--- config.mk ---
export PLATFORM = sky130hd
export DESIGN_NAME = alu_exec_sequencer
export DESIGN_NICKNAME = d
export VERILOG_FILES = /design/src/rtl/alu_defs.sv /design/src/rtl/seq_timeout_counter.sv /design/src/rtl/alu_exec_sequencer.sv
export SDC_FILE = /design/constraint.sdc
export NUM_CORES = 1
export LEC_CHECK = 0
export ABC_AREA = 1
export CAP_MARGIN = 40
export CORE_MARGIN = 2
export CORE_UTILIZATION = 44
export DETAILED_ROUTE_END_ITERATION = 8
export PLACE_DENSITY = 0.78
export SETUP_SLACK_MARGIN = 0.1
export SKIP_LAST_GASP = 1
export SLEW_MARGIN = 20
export SYNTH_ARGS = -nofsm -noshare
export SYNTH_HDL_FRONTEND = slang
export SYNTH_SLANG_ARGS = --single-unit
export TNS_END_PERCENT = 100
--- constraint.sdc ---
create_clock -name clk -period 6 [get_ports clk]
set_clock_uncertainty 0.2 [all_clocks]
set_input_delay 1.2 -clock clk [delete_from_list [all_inputs] [get_ports clk]]
set_output_delay 1.2 -clock clk [all_outputs]
set_load 0.005 [all_outputs]
--- src/rtl/alu_defs.sv ---
// alu_defs -- constants shared by the execution sequencer and ALUControl.
//   * R-type function codes recognised by the datapath
//   * ALUOp encodings driven into ALUControl
//   * sequencer state encoding
//   * small decode helpers for function-code classification
package alu_defs;

  localparam logic [5:0] FUNCT_ADD  = 6'b100000;
  localparam logic [5:0] FUNCT_SUB  = 6'b100100;
  localparam logic [5:0] FUNCT_MULT = 6'b100001;
  localparam logic [5:0] FUNCT_DIV  = 6'b100010;
  localparam logic [5:0] FUNCT_MOV  = 6'b100011;

  localparam logic [1:0] ALUOP_MOVI  = 2'b00;
  localparam logic [1:0] ALUOP_RTYPE = 2'b10;

  typedef enum logic [2:0] {
    IDLE     = 3'd0,
    READ     = 3'd1,
    EXEC     = 3'd2,
    MDU_WAIT = 3'd3,
    WB       = 3'd4,
    ERR      = 3'd5
  } seq_state_t;

  function automatic logic funct_is_legal(input logic [5:0] funct);
    return (funct == FUNCT_ADD)  || (funct == FUNCT_SUB) ||
           (funct == FUNCT_MULT) || (funct == FUNCT_DIV) ||
           (funct == FUNCT_MOV);
  endfunction

  // MULT and DIV go through the multi-cycle unit rather than the ALU.
  function automatic logic funct_is_mdu(input logic [5:0] funct);
    return (funct == FUNCT_MULT) || (funct == FUNCT_DIV);
  endfunction

endpackage

--- src/rtl/seq_timeout_counter.sv ---
// seq_timeout_counter -- bounded wait counter for the MULT/DIV handshake.
// Ports:
//   clk, rst  : clock, asynchronous active-high reset
//   clear     : force the count back to 0
//   enable    : count this cycle (one cycle of waiting)
//   expired   : high during the MDU_TIMEOUT-th enabled cycle since clear
module seq_timeout_counter #(
  parameter int MDU_TIMEOUT = 64
) (
  input  logic clk,
  input  logic rst,
  input  logic clear,
  input  logic enable,
  output logic expired
);

  localparam int CNT_W = (MDU_TIMEOUT > 1) ? $clog2(MDU_TIMEOUT) : 1;
  localparam logic [CNT_W-1:0] LAST = CNT_W'(MDU_TIMEOUT - 1);

  logic [CNT_W-1:0] count_reg;

  // Saturates at LAST so the count can never wrap back below the limit.
  always_ff @(posedge clk or posedge rst) begin
    if (rst) begin
      count_reg <= '0;
    end else if (clear) begin
      count_reg <= '0;
    end else if (enable && (count_reg != LAST)) begin
      count_reg <= count_reg + 1'b1;
    end
  end

  assign expired = enable && (count_reg == LAST);

endmodule

--- src/rtl/alu_exec_sequencer.sv ---
// alu_exec_sequencer -- multi-cycle execution sequencer for the 32-bit core.
// Takes one decoded instruction per valid/ready handshake, reads operands
// from the register bank, drives ALUControl/ALU, optionally runs the
// MULT/DIV unit, and writes the result back.
// Ports:
//   instr_*            : decoded instruction and handshake
//   rf_ra1/2, rf_rd1/2 : register-bank read (combinational data)
//   alu_op/funct/a/b   : ALUControl and ALU operands; alu_result comes back
//   mdu_start/done     : MULT/DIV start pulse and result-valid
//   rf_we/wa/wd        : register-bank write port
//   busy, done         : status; done pulses on write-back
//   err_illegal/timeout: one-cycle error pulses
module alu_exec_sequencer
  import alu_defs::*;
#(
  parameter int DATA_W      = 32,
  parameter int ADDR_W      = 5,
  parameter int IMM_W       = 16,
  parameter int MDU_TIMEOUT = 64
) (
  input  logic              clk,
  input  logic              rst,
  input  logic              instr_valid,
  output logic              instr_ready,
  input  logic              instr_is_movi,
  input  logic [5:0]        instr_funct,
  input  logic [ADDR_W-1:0] instr_rs,
  input  logic [ADDR_W-1:0] instr_rt,
  input  logic [ADDR_W-1:0] instr_rd,
  input  logic [IMM_W-1:0]  instr_imm,
  output logic [ADDR_W-1:0] rf_ra1,
  output logic [ADDR_W-1:0] rf_ra2,
  input  logic [DATA_W-1:0] rf_rd1,
  input  logic [DATA_W-1:0] rf_rd2,
  output logic [1:0]        alu_op,
  output logic [5:0]        alu_funct,
  output logic [DATA_W-1:0] alu_a,
  output logic [DATA_W-1:0] alu_b,
  input  logic [DATA_W-1:0] alu_result,
  output logic              mdu_start,
  input  logic              mdu_done,
  output logic              rf_we,
  output logic [ADDR_W-1:0] rf_wa,
  output logic [DATA_W-1:0] rf_wd,
  output logic              busy,
  output logic              done,
  output logic              err_illegal,
  output logic              err_timeout
);

  seq_state_t        state_reg, state_next;
  logic              movi_reg;
  logic [5:0]        funct_reg;
  logic [ADDR_W-1:0] rs_reg, rt_reg, rd_reg;
  logic [IMM_W-1:0]  imm_reg;
  logic [DATA_W-1:0] op_a_reg, op_b_reg, result_reg;
  logic              err_is_timeout_reg;   // which error caused ERR

  logic              is_illegal, is_mdu, tmo_expired;
  logic [DATA_W-1:0] imm_ext;

  assign is_illegal = !movi_reg && !funct_is_legal(funct_reg);
  assign is_mdu     = !movi_reg && funct_is_mdu(funct_reg);
  assign imm_ext    = {{(DATA_W-IMM_W){imm_reg[IMM_W-1]}}, imm_reg};

  // Counts cycles spent in MDU_WAIT; held at zero everywhere else.
  seq_timeout_counter #(.MDU_TIMEOUT(MDU_TIMEOUT)) u_timeout (
    .clk     (clk),
    .rst     (rst),
    .clear   (state_reg != MDU_WAIT),
    .enable  (state_reg == MDU_WAIT),
    .expired (tmo_expired)
  );

  always_ff @(posedge clk or posedge rst) begin
    if (rst) state_reg <= IDLE;
    else     state_reg <= state_next;
  end

  always_comb begin
    state_next = state_reg;
    case (state_reg)
      IDLE:     if (instr_valid) state_next = READ;
      READ:     state_next = is_illegal ? ERR : EXEC;
      EXEC:     state_next = is_mdu ? MDU_WAIT : WB;
      // mdu_done wins over an expiry landing in the same cycle.
      MDU_WAIT: if (mdu_done)         state_next = WB;
                else if (tmo_expired) state_next = ERR;
      WB:       state_next = IDLE;
      ERR:      state_next = IDLE;
      default:  state_next = IDLE;
    endcase
  end

  always_ff @(posedge clk or posedge rst) begin
    if (rst) begin
      movi_reg           <= 1'b0;
      funct_reg          <= '0;
      rs_reg             <= '0;
      rt_reg             <= '0;
      rd_reg             <= '0;
      imm_reg            <= '0;
      op_a_reg           <= '0;
      op_b_reg           <= '0;
      result_reg         <= '0;
      err_is_timeout_reg <= 1'b0;
    end else begin
      if (state_reg == IDLE && instr_valid) begin
        movi_reg  <= instr_is_movi;
        funct_reg <= instr_funct;
        rs_reg    <= instr_rs;
        rt_reg    <= instr_rt;
        rd_reg    <= instr_rd;
        imm_reg   <= instr_imm;
      end
      if (state_reg == READ) begin
        op_a_reg <= rf_rd1;
        op_b_reg <= rf_rd2;
      end
      if ((state_reg == EXEC && !is_mdu) || (state_reg == MDU_WAIT && mdu_done)) begin
        result_reg <= alu_result;
      end
      if (state_next == ERR) begin
        err_is_timeout_reg <= (state_reg == MDU_WAIT);
      end
    end
  end

  always_comb begin
    instr_ready = (state_reg == IDLE);
    busy        = (state_reg != IDLE);
    rf_ra1      = '0;
    rf_ra2      = '0;
    alu_op      = 2'b00;
    alu_funct   = 6'b000000;
    alu_a       = '0;
    alu_b       = '0;
    mdu_start   = 1'b0;
    rf_we       = 1'b0;
    rf_wa       = '0;
    rf_wd       = '0;
    done        = 1'b0;
    err_illegal = 1'b0;
    err_timeout = 1'b0;

    if (state_reg == READ) begin
      rf_ra1 = rs_reg;
      rf_ra2 = rt_reg;
    end
    // Operands stay stable across EXEC and the whole MDU wait.
    if (state_reg == EXEC || state_reg == MDU_WAIT) begin
      alu_op    = movi_reg ? ALUOP_MOVI : ALUOP_RTYPE;
      alu_funct = movi_reg ? 6'b000000 : funct_reg;
      alu_a     = movi_reg ? '0 : op_a_reg;
      alu_b     = movi_reg ? imm_ext : op_b_reg;
    end
    if (state_reg == EXEC) mdu_start = is_mdu;
    if (state_reg == WB) begin
      rf_we = (rd_reg != '0);          // R0 is read-only
      rf_wa = rd_reg;
      rf_wd = result_reg;
      done  = 1'b1;
    end
    if (state_reg == ERR) begin
      err_illegal = !err_is_timeout_reg;
      err_timeout = err_is_timeout_reg;
    end
  end

endmodule
==> impl_metrics.toml, run 1 <==
[run_status]
outcome = "complete, no violations"

[global_routing]
antenna_found_initial = 0
grt_max_degree = 66
track_usage_pct = 22.9
grt_overflow_total = 0
grt_pass1_wl_mm = 29.4
grt_pass1_vias = 5921

[layout]
drive_gt1_share_pct = 6.06
stdcell_count = 1273
diodes = 0
nets = 1216
area_delta_synth_final_pct = 49.1
mostFrequentLayoutCell = "nand2_1"
layout_common_cells = "nand2_1, clkdlybuf4s50_1, dfrtp_1"

[power_and_ir_drop]
peakVddDrop_v = 0.000250
p_leak_nw = 4.83
power_density_nw_per_um2 = 456

[timing]
tns_ns = 0
final-setup-viol-count = 0
timing.final.max_slew_violations = 0
fmax_ghz = 0.243
fin_ws_ns = 1.89
fin_crit_sh_pct = 68.5
relSlewSlack_pct = 54.8
max_slew.worst_pin.slew_ns = 0.678
rsz0062_at_grt = "no"
period_needed_ns = 4.11
hold_viol = 0

[cts]
clock_latency_ns = 0.41
clk_pin_slew_ns = 0.05
clock-root-buffer = "clkbuf_16"
cts_setup_buffers = 0
clk_path_buf_depth = 2
ctsResizeCount = 0
cts.sinks = 144
cts_htree_levels = 4
tritoncts = "built"
cts_inserted_buffers = 17
cts.hold.buffers_added = 0

[yosys]
syn_inst = 831
mappedNetlistArea_sq_um = 6660
synth-seq-cells = 144
syn_nets = 970
synthArstFlopShare_pct = 100
synth-edff-count = 0
ys_seq_area_share_pct = 54.1
yosys_warnings = 0
syn_avg_cell_area_sq_um = 8.01
synth_cell_types = 28
synth_ff_type = "dfrtp_1"

[placement]
place_ws_ns = 2.31
numPortBuffers = 262
dp_hpwl_mm = 12.9
placedCellCount = 1241
gp_congestion = 0.843

[floorplanning]
ios = 264
initial_core_util_pct = 45.4
die_x_um = 127
dieArea_sq_um = 16100
die_h_um = 127
rows = 44
core_area_sq_um = 14600

[critical_path]
crit_fanout = 36
critPathBufInv = 3
crit_path_start_kind = "flip-flop"
critical_path.top_delay_family = "simple AND/OR/NAND/NOR gates"
crit_path_top_delay_cell = "clkdlybuf4s50_1"
slowest_delay_ns = 0.51
startpoint = "state_reg[2]$_DFF_PP0_"
r2r_start = "movi_reg$_DFFE_PP0P_"
crit_path_end_kind = "output port"
worstSetupPathType = "reg2out"
path_cells = "nor2_1 > nand2_1 > nand2_2 > inv_4 > nor2_8 > inv_2 > nor2_1 > clkdlybuf4s50_1"
crit_arrival_ns = 2.71
required_ns = 4.60
crit_top_cell = "nor2_1"

[routing]
wl_met2_mm = 8.55
wl_met1_mm = 7.88
wl_per_cell_um = 14.4
drt_pass1_iterations = 4
route.detailed.drc = 0
drt_first_iter_violations = 393
ant_nets = 0
top_layer_used = "met4"
viasPerCell = 4.75
met3WireLength_mm = 1.73
vias = 6052
wl_mm = 18.4

[job]
maxCapViolCount = 0

[worst_hold_path]
hold_start = "op_a_reg[10]$_DFFE_PP0N_"
hp-class = "reg2reg"
-- synthesized netlist by cell type (2+ instances only) --
master / instances / area [sq um]
inv_4: 2 / 12.5
xor2_1: 2 / 17.5
a211oi_1: 2 / 15.0
nand2_1: 284 / 1070
nand2_2: 3 / 18.8
nor3_1: 2 / 10.0
o21ai_0: 31 / 155
buf_2: 25 / 125
buf_4: 7 / 52.6
buf_6: 2 / 22.5
dfrtp_1: 144 / 3600
nand4_1: 4 / 25.0
a21oi_1: 41 / 205
o21ai_1: 4 / 20.0
a22oi_1: 15 / 113
clkbuf_2: 3 / 15.0
mux2_2: 17 / 191
nor2_4: 3 / 33.8
nor2_1: 119 / 447
inv_1: 99 / 372
clkbuf_1: 6 / 22.5
nand3_1: 9 / 45.0
inv_2: 2 / 7.51
-- per-stage QoR --
stage	total power [mW]	util [%]	hold slack, ns	instance area (sq um)
2_1_floorplan	2.78	-	0.242	6660
3_3_place_gp	3.50	63.7	0.254	9330
3_5_place_dp	3.56	63.9	0.258	9360
4_1_cts	4.56	67.6	0.272	9900
5_1_grt	4.88	67.8	0.284	9930
6_report	4.52	67.8	0.270	9930
-- cell type report --
| cell class | count | area, sq um |
|---|---|---|
| Fill cell | 1191 | 4720 |
| Sequential cell | 144 | 3600 |
| Timing Repair Buffer | 270 | 2720 |
| Multi-Input combinational cell | 541 | 2430 |
| Clock buffer | 25 | 485 |
| Inverter | 103 | 397 |
| Tap cell | 184 | 230 |
| Clock inverter | 6 | 57.6 |
-- power breakdown --
part / internal, mW / switching (mW) / total [mW]
combinational: 0.836 / 1.06 / 1.89
sequential: 1.44 / 0.226 / 1.66
clock: 0.598 / 0.372 / 0.969
-- worst paths after layout --
| path | end | slack (ns) | cells past startpoint |
|---|---|---|---|
| hold reg to reg | op_a_reg[10]$_DFFE_PP0N_ | 0.27 | 2 |
| min in group asynchronous | result_reg[12]$_DFFE_PP0P_ | 1.02 | 2 |
| max in group asynchronous | funct_reg[0]$_DFFE_PP0P_ | 3.44 | 4 |
| setup / recovery | alu_funct[3] | 1.89 | 8 |
| hold / removal | op_a_reg[10]$_DFFE_PP0N_ | 0.27 | 2 |
| setup reg to reg | result_reg[12]$_DFFE_PP0P_ | 3.76 | 8 |
-- worst min-delay path: cells and delay by family (launching register included) --
family	cells	cell delay (ns)
flops	1	0.34
simple gates	2	0.10
-- logic make-up after synthesis --
group           Yosys count  synth area share [%]
fa+ha+maj                 1                 0.188
other cells               1                0.0563
xor+xnor                  2                 0.263
compound gates           95                  7.99
flops                   144                  54.1
buf+inv                 146                  9.46
simple gates            425                  25.0
mux                      17                  2.88
-- per-layer routing --
| layer | track usage (%) | vias up |
|---|---|---|
| met3 | 7.79 | 20 |
| met4 | 6.79 | 0 |
| li1 | - | 3016 |
| met2 | 37.4 | 235 |
| met1 | 29.2 | 2781 |
| met5 | 0 | - |
No activity file was read; power rests on OpenSTA's default activity.
==> run 2, diff against run 1 <==
Clock period 6 ns to 4.12 ns, I/O delays scaled along.
==> run 2 against run 1 <==
Non-clock buffer count stayed put. Total power up 48%. Cell count is the same. Count of clock-buffer cells in the layout fell by 4. Wire length rose by 2.1%. Sequential share of layout area decreased by 0.087 points. Flip-flop and latch count is the same. Core utilization grew 0.16 points. Critical path depth did not move. Worst setup slack worse by 1.6 ns. Via count is 1.2% higher. Critical path type unchanged. Critical endpoint is now alu_funct[4].
==> impl_metrics.toml, run 2 (synthesized netlist as in run 1, its figures left out) <==
[critical_path]
crit_fanout = 36
critical_path.top_delay_family = "simple AND/OR/NAND/NOR gates"
startpoint = "state_reg[2]$_DFF_PP0_"
critPathBufInv = 4
required_ns = 3.10
reg2regPathDepth = 8
slowest_delay_ns = 0.53
path_cells = "nor2_4 > inv_4 > nand2_2 > inv_4 > nor2_8 > inv_2 > nor2_1 > clkdlybuf4s50_1"
worst-path-stages = 8
crit_path_end_kind = "output port"
r2r_start = "state_reg[2]$_DFF_PP0_"
critPathCapture = "alu_funct[4]"
crit_path_top_delay_cell = "clkdlybuf4s50_1"
timing.rr.end = "rt_reg[4]$_DFFE_PP0P_"
worst-r2r-setup-slack_ns = 1.78
crit_arrival_ns = 2.81
crit_path_start_kind = "flip-flop"
crit_top_cell = "inv_4"
worstSetupPathType = "reg2out"

[worst_hold_path]
hp-class = "reg2reg"
min_path_cells = 2

[placement]
placedCellCount = 1242
gp_congestion = 0.830
numPortBuffers = 262
dp_hpwl_mm = 13.1
placed_area_sq_um = 9350
place_ws_ns = 0.748

[routing]
route.detailed.drc = 0
wl_per_cell_um = 14.8
drt_first_iter_violations = 379
ant_nets = 0
vias = 6125
drt_pass1_iterations = 5
viasPerCell = 4.81
wl_mm = 18.8

[cts]
tritoncts = "built"
cts_inserted_buffers = 17
cts_setup_buffers = 0
ctsResizeCount = 0
cts_htree_levels = 4
clock_latency_ns = 0.41
clock-root-buffer = "clkbuf_16"
clk_path_buf_depth = 2
cts.sinks = 144
cts.hold.buffers_added = 0
clk_pin_slew_ns = 0.06

[timing]
fin_crit_sh_pct = 93.1
holdWs_ns = 0.270
rsz0062_at_grt = "no"
fin_ws_ns = 0.283
period_needed_ns = 3.84
final-setup-viol-count = 0
fmax_ghz = 0.261
timing.final.max_slew_violations = 0
hold_viol = 0
relSlewSlack_pct = 47.5
tns_ns = 0
max_slew.worst_pin.slew_ns = 0.788

[layout]
layout_common_cells = "nand2_1, clkdlybuf4s50_1, dfrtp_1"
stdcell_count = 1273
diodes = 0
mostFrequentLayoutCell = "nand2_1"
area_delta_synth_final_pct = 49.5
nets = 1216
final_core_util_pct = 67.9
drive_gt1_share_pct = 6.34
final_area_sq_um = 9950

[job]
maxCapViolCount = 0

[global_routing]
antenna_found_initial = 0
grt_pass1_vias = 5921
grt_overflow_total = 0
grt_max_degree = 145
track_usage_pct = 23.4
grt_pass1_wl_mm = 29.8

[power_and_ir_drop]
peakVddDrop_v = 0.000309
p_leak_nw = 4.84
power_density_nw_per_um2 = 675
fin_total_pwr_mw = 6.72

[floorplanning]
rows = 44
initial_core_util_pct = 45.4
die_h_um = 127
core_area_sq_um = 14600
die_x_um = 127
ios = 264
dieArea_sq_um = 16100

[run_status]
outcome = "complete, no violations"
[run 2: power by group]
group          leakage [nW]  total (mW)  switching [mW]  internal (mW)
registers              1.74        2.43           0.334           2.09
clock network         0.293        1.55           0.573          0.979
logic                  2.80        2.74            1.53           1.21
[run 2: layer usage]
| layer | track usage (%) | wire length [um] | up-vias |
|---|---|---|---|
| met1 | 29.7 | 7960 | 2818 |
| met2 | 38.6 | 8810 | 255 |
| met4 | 7.11 | 324 | 0 |
| li1 | - | - | 3022 |
| met5 | 0 | 0 | - |
| met3 | 7.45 | 1680 | 30 |
[run 2: final cells by class]
type                    count  area, sq um
clock buffers              21          460
clock inverters            10          135
fillers                  1187         4690
inverters                 103          395
multi-input cells         541         2430
flip-flops and latches    144         3600
well taps                 184          230
repair buffers            270         2700
[run 2: how the worst min path moves through the flow]
stage                             start                  endpoint
2_1_floorplan  op_b_reg[15]$_DFFE_PP0N_  op_b_reg[15]$_DFFE_PP0N_
3_3_place_gp   op_a_reg[25]$_DFFE_PP0N_  op_a_reg[25]$_DFFE_PP0N_
3_5_place_dp    op_a_reg[2]$_DFFE_PP0N_   op_a_reg[2]$_DFFE_PP0N_
4_1_cts         op_a_reg[2]$_DFFE_PP0N_   op_a_reg[2]$_DFFE_PP0N_
5_1_grt        op_a_reg[13]$_DFFE_PP0N_  op_a_reg[13]$_DFFE_PP0N_
6_report       op_a_reg[28]$_DFFE_PP0N_  op_a_reg[28]$_DFFE_PP0N_
[run 2: tightest hold or removal path: stages (launching register included)]
cell and delay, ns:
dfrtp_1 0.34, nand2_1 0.05, nand2_1 0.04
==> run 3, diff against run 2 <==
Settings changed: CORE_MARGIN 2 to not set, CTS_CLUSTER_DIAMETER set to 100.
==> run 3 against run 2 <==
Sequential share of layout area barely moved. Sequential power barely moved. Global-route usage rose by 1.0 points. The run now ends with DRC left. Critical path depth did not move. Non-clock buffer count fell by 1. Final area barely moved. Cell count did not move. Critical endpoint is now alu_b[0].
==> impl_metrics.toml, run 3 (synthesized netlist as in run 1, its figures left out) <==
[run_status]
violations = "DRC"
outcome = "finished with violations"

[cts]
tritoncts = "built"
cts_setup_buffers = 0
clk_pin_slew_ns = 0.06
ctsResizeCount = 0
clock_latency_ns = 0.41
clock-root-buffer = "clkbuf_16"
cts.sinks = 144
clk_path_buf_depth = 2
cts_htree_levels = 4
cts_inserted_buffers = 17
cts.hold.buffers_added = 0

[layout]
mostFrequentLayoutCell = "nand2_1"
multi_input_area_sq_um = 2440
register_area_sq_um = 3600
layout_common_cells = "nand2_1, clkdlybuf4s50_1, dfrtp_1"
drive_gt1_share_pct = 6.24
fill_cells = 1225
nets = 1216
stdcell_count = 1273
final_area_sq_um = 9950
diodes = 0
area_delta_synth_final_pct = 49.5

[placement]
dp_hpwl_mm = 12.6
gp_congestion = 0.823
placedCellCount = 1241
numPortBuffers = 262
placed_area_sq_um = 9350

[floorplanning]
rows = 44
ios = 264
initial_core_util_pct = 45.4
die_h_um = 125
dieArea_sq_um = 15600
die_x_um = 125
core_area_sq_um = 14600

[critical_path]
worst-r2r-setup-slack_ns = 1.72
path_cells = "nor2_1 > nand2_1 > nand2_2 > inv_4 > nor2_4 > a22oi_1 > inv_1 > clkdlybuf4s50_1"
required_ns = 3.10
crit_path_start_kind = "flip-flop"
timing.rr.end = "result_reg[2]$_DFFE_PP0P_"
slowest_delay_ns = 0.52
crit_fanout = 37
crit_path_top_delay_cell = "clkdlybuf4s50_1"
critPathBufInv = 3
crit_path_end_kind = "output port"
crit_arrival_ns = 2.69
critical_path.top_delay_family = "simple AND/OR/NAND/NOR gates"
reg2regPathDepth = 6
worstSetupPathType = "reg2out"
r2r_start = "movi_reg$_DFFE_PP0P_"

[timing]
relSlewSlack_pct = 44.4
timing.final.max_slew_violations = 0
final-setup-viol-count = 0
period_needed_ns = 3.72
rsz0062_at_grt = "no"
fin_crit_sh_pct = 90.2
tns_ns = 0
fmax_ghz = 0.269
max_slew.worst_pin.slew_ns = 0.833
hold_viol = 0

[global_routing]
antenna_found_initial = 0
grt_max_degree = 145
grt_overflow_total = 0
grt_pass1_vias = 5834
track_usage_pct = 24.4
grt_pass1_wl_mm = 29.7

[routing]
wl_per_cell_um = 14.6
viasPerCell = 4.78
drt_first_iter_violations = 401
ant_nets = 0
drt_pass1_iterations = 9
wl_mm = 18.6
vias = 6089
route.detailed.drc = 46

[worst_hold_path]
hp-class = "reg2reg"
min_path_cells = 2
hold_start = "op_a_reg[15]$_DFFE_PP0N_"
holdPathEnd = "op_a_reg[15]$_DFFE_PP0N_"

[job]
maxCapViolCount = 0

[power_and_ir_drop]
p_leak_nw = 4.84
peakVddDrop_v = 0.000345
power_density_nw_per_um2 = 674
## run 3: layout make-up
cell class,count,share of cell area [%]
clock buffer,26,5.22
clock inverter,5,0.754
inverter,103,3.97
multi-input combinational,542,24.5
sequential,144,36.2
tap,184,2.31
timing repair buffer,269,27.0
## run 3: worst max path at each step
stage,start,endpoint,slack (ns),depth (start not counted)
3_5_place_dp,state_reg[2]$_DFF_PP0_,alu_b[0],0.71,8
3_3_place_gp,state_reg[2]$_DFF_PP0_,alu_b[0],0.81,8
2_1_floorplan,rst,err_is_timeout_reg$_DFFE_PP0N_,1.29,1
4_1_cts,state_reg[2]$_DFF_PP0_,alu_b[0],0.26,8
6_report,state_reg[2]$_DFF_PP0_,alu_b[0],0.40,8
5_1_grt,state_reg[2]$_DFF_PP0_,alu_b[0],0.23,8
## run 3: power by group
group / internal, mW / switching (mW)
logic: 1.20 / 1.55
registers: 2.09 / 0.322
clock network: 0.982 / 0.553
total: 4.28 / 2.43
## run 3: metal layers
metal / GRT usage [%] / share of wire (%) / vias to the layer above / routed length, um
li1: - / - / 3021 / -
met1: 30.8 / 42 / 2828 / 7850
met2: 39.8 / 48 / 221 / 8850
met3: 7.79 / 8.9 / 19 / 1650
met4: 8.03 / 1.3 / 0 / 241
met5: 0 / 0 / - / 0
## run 3: worst reg2reg max path: cells and delay by family (launching register included)
| family | cells | cell delay [ns] |
|---|---|---|
| AOI/OAI and AO/OA | 2 | 0.29 |
| buffers and inverters | 2 | 0.84 |
| DFF | 1 | 0.55 |
| and+or+nand+nor | 2 | 0.36 |
## run 3: through the flow
stage	setup WS [ns]	util (%)	hold WS (ns)	total power [mW]
after floorplan	1.29	-	0.242	4.05
after global placement	0.810	63.8	0.253	5.10
after detailed placement	0.706	63.8	0.259	5.20
after CTS	0.264	67.9	0.273	6.76
after global routing	0.230	68.0	0.284	7.23
final	0.404	68.0	0.267	6.71
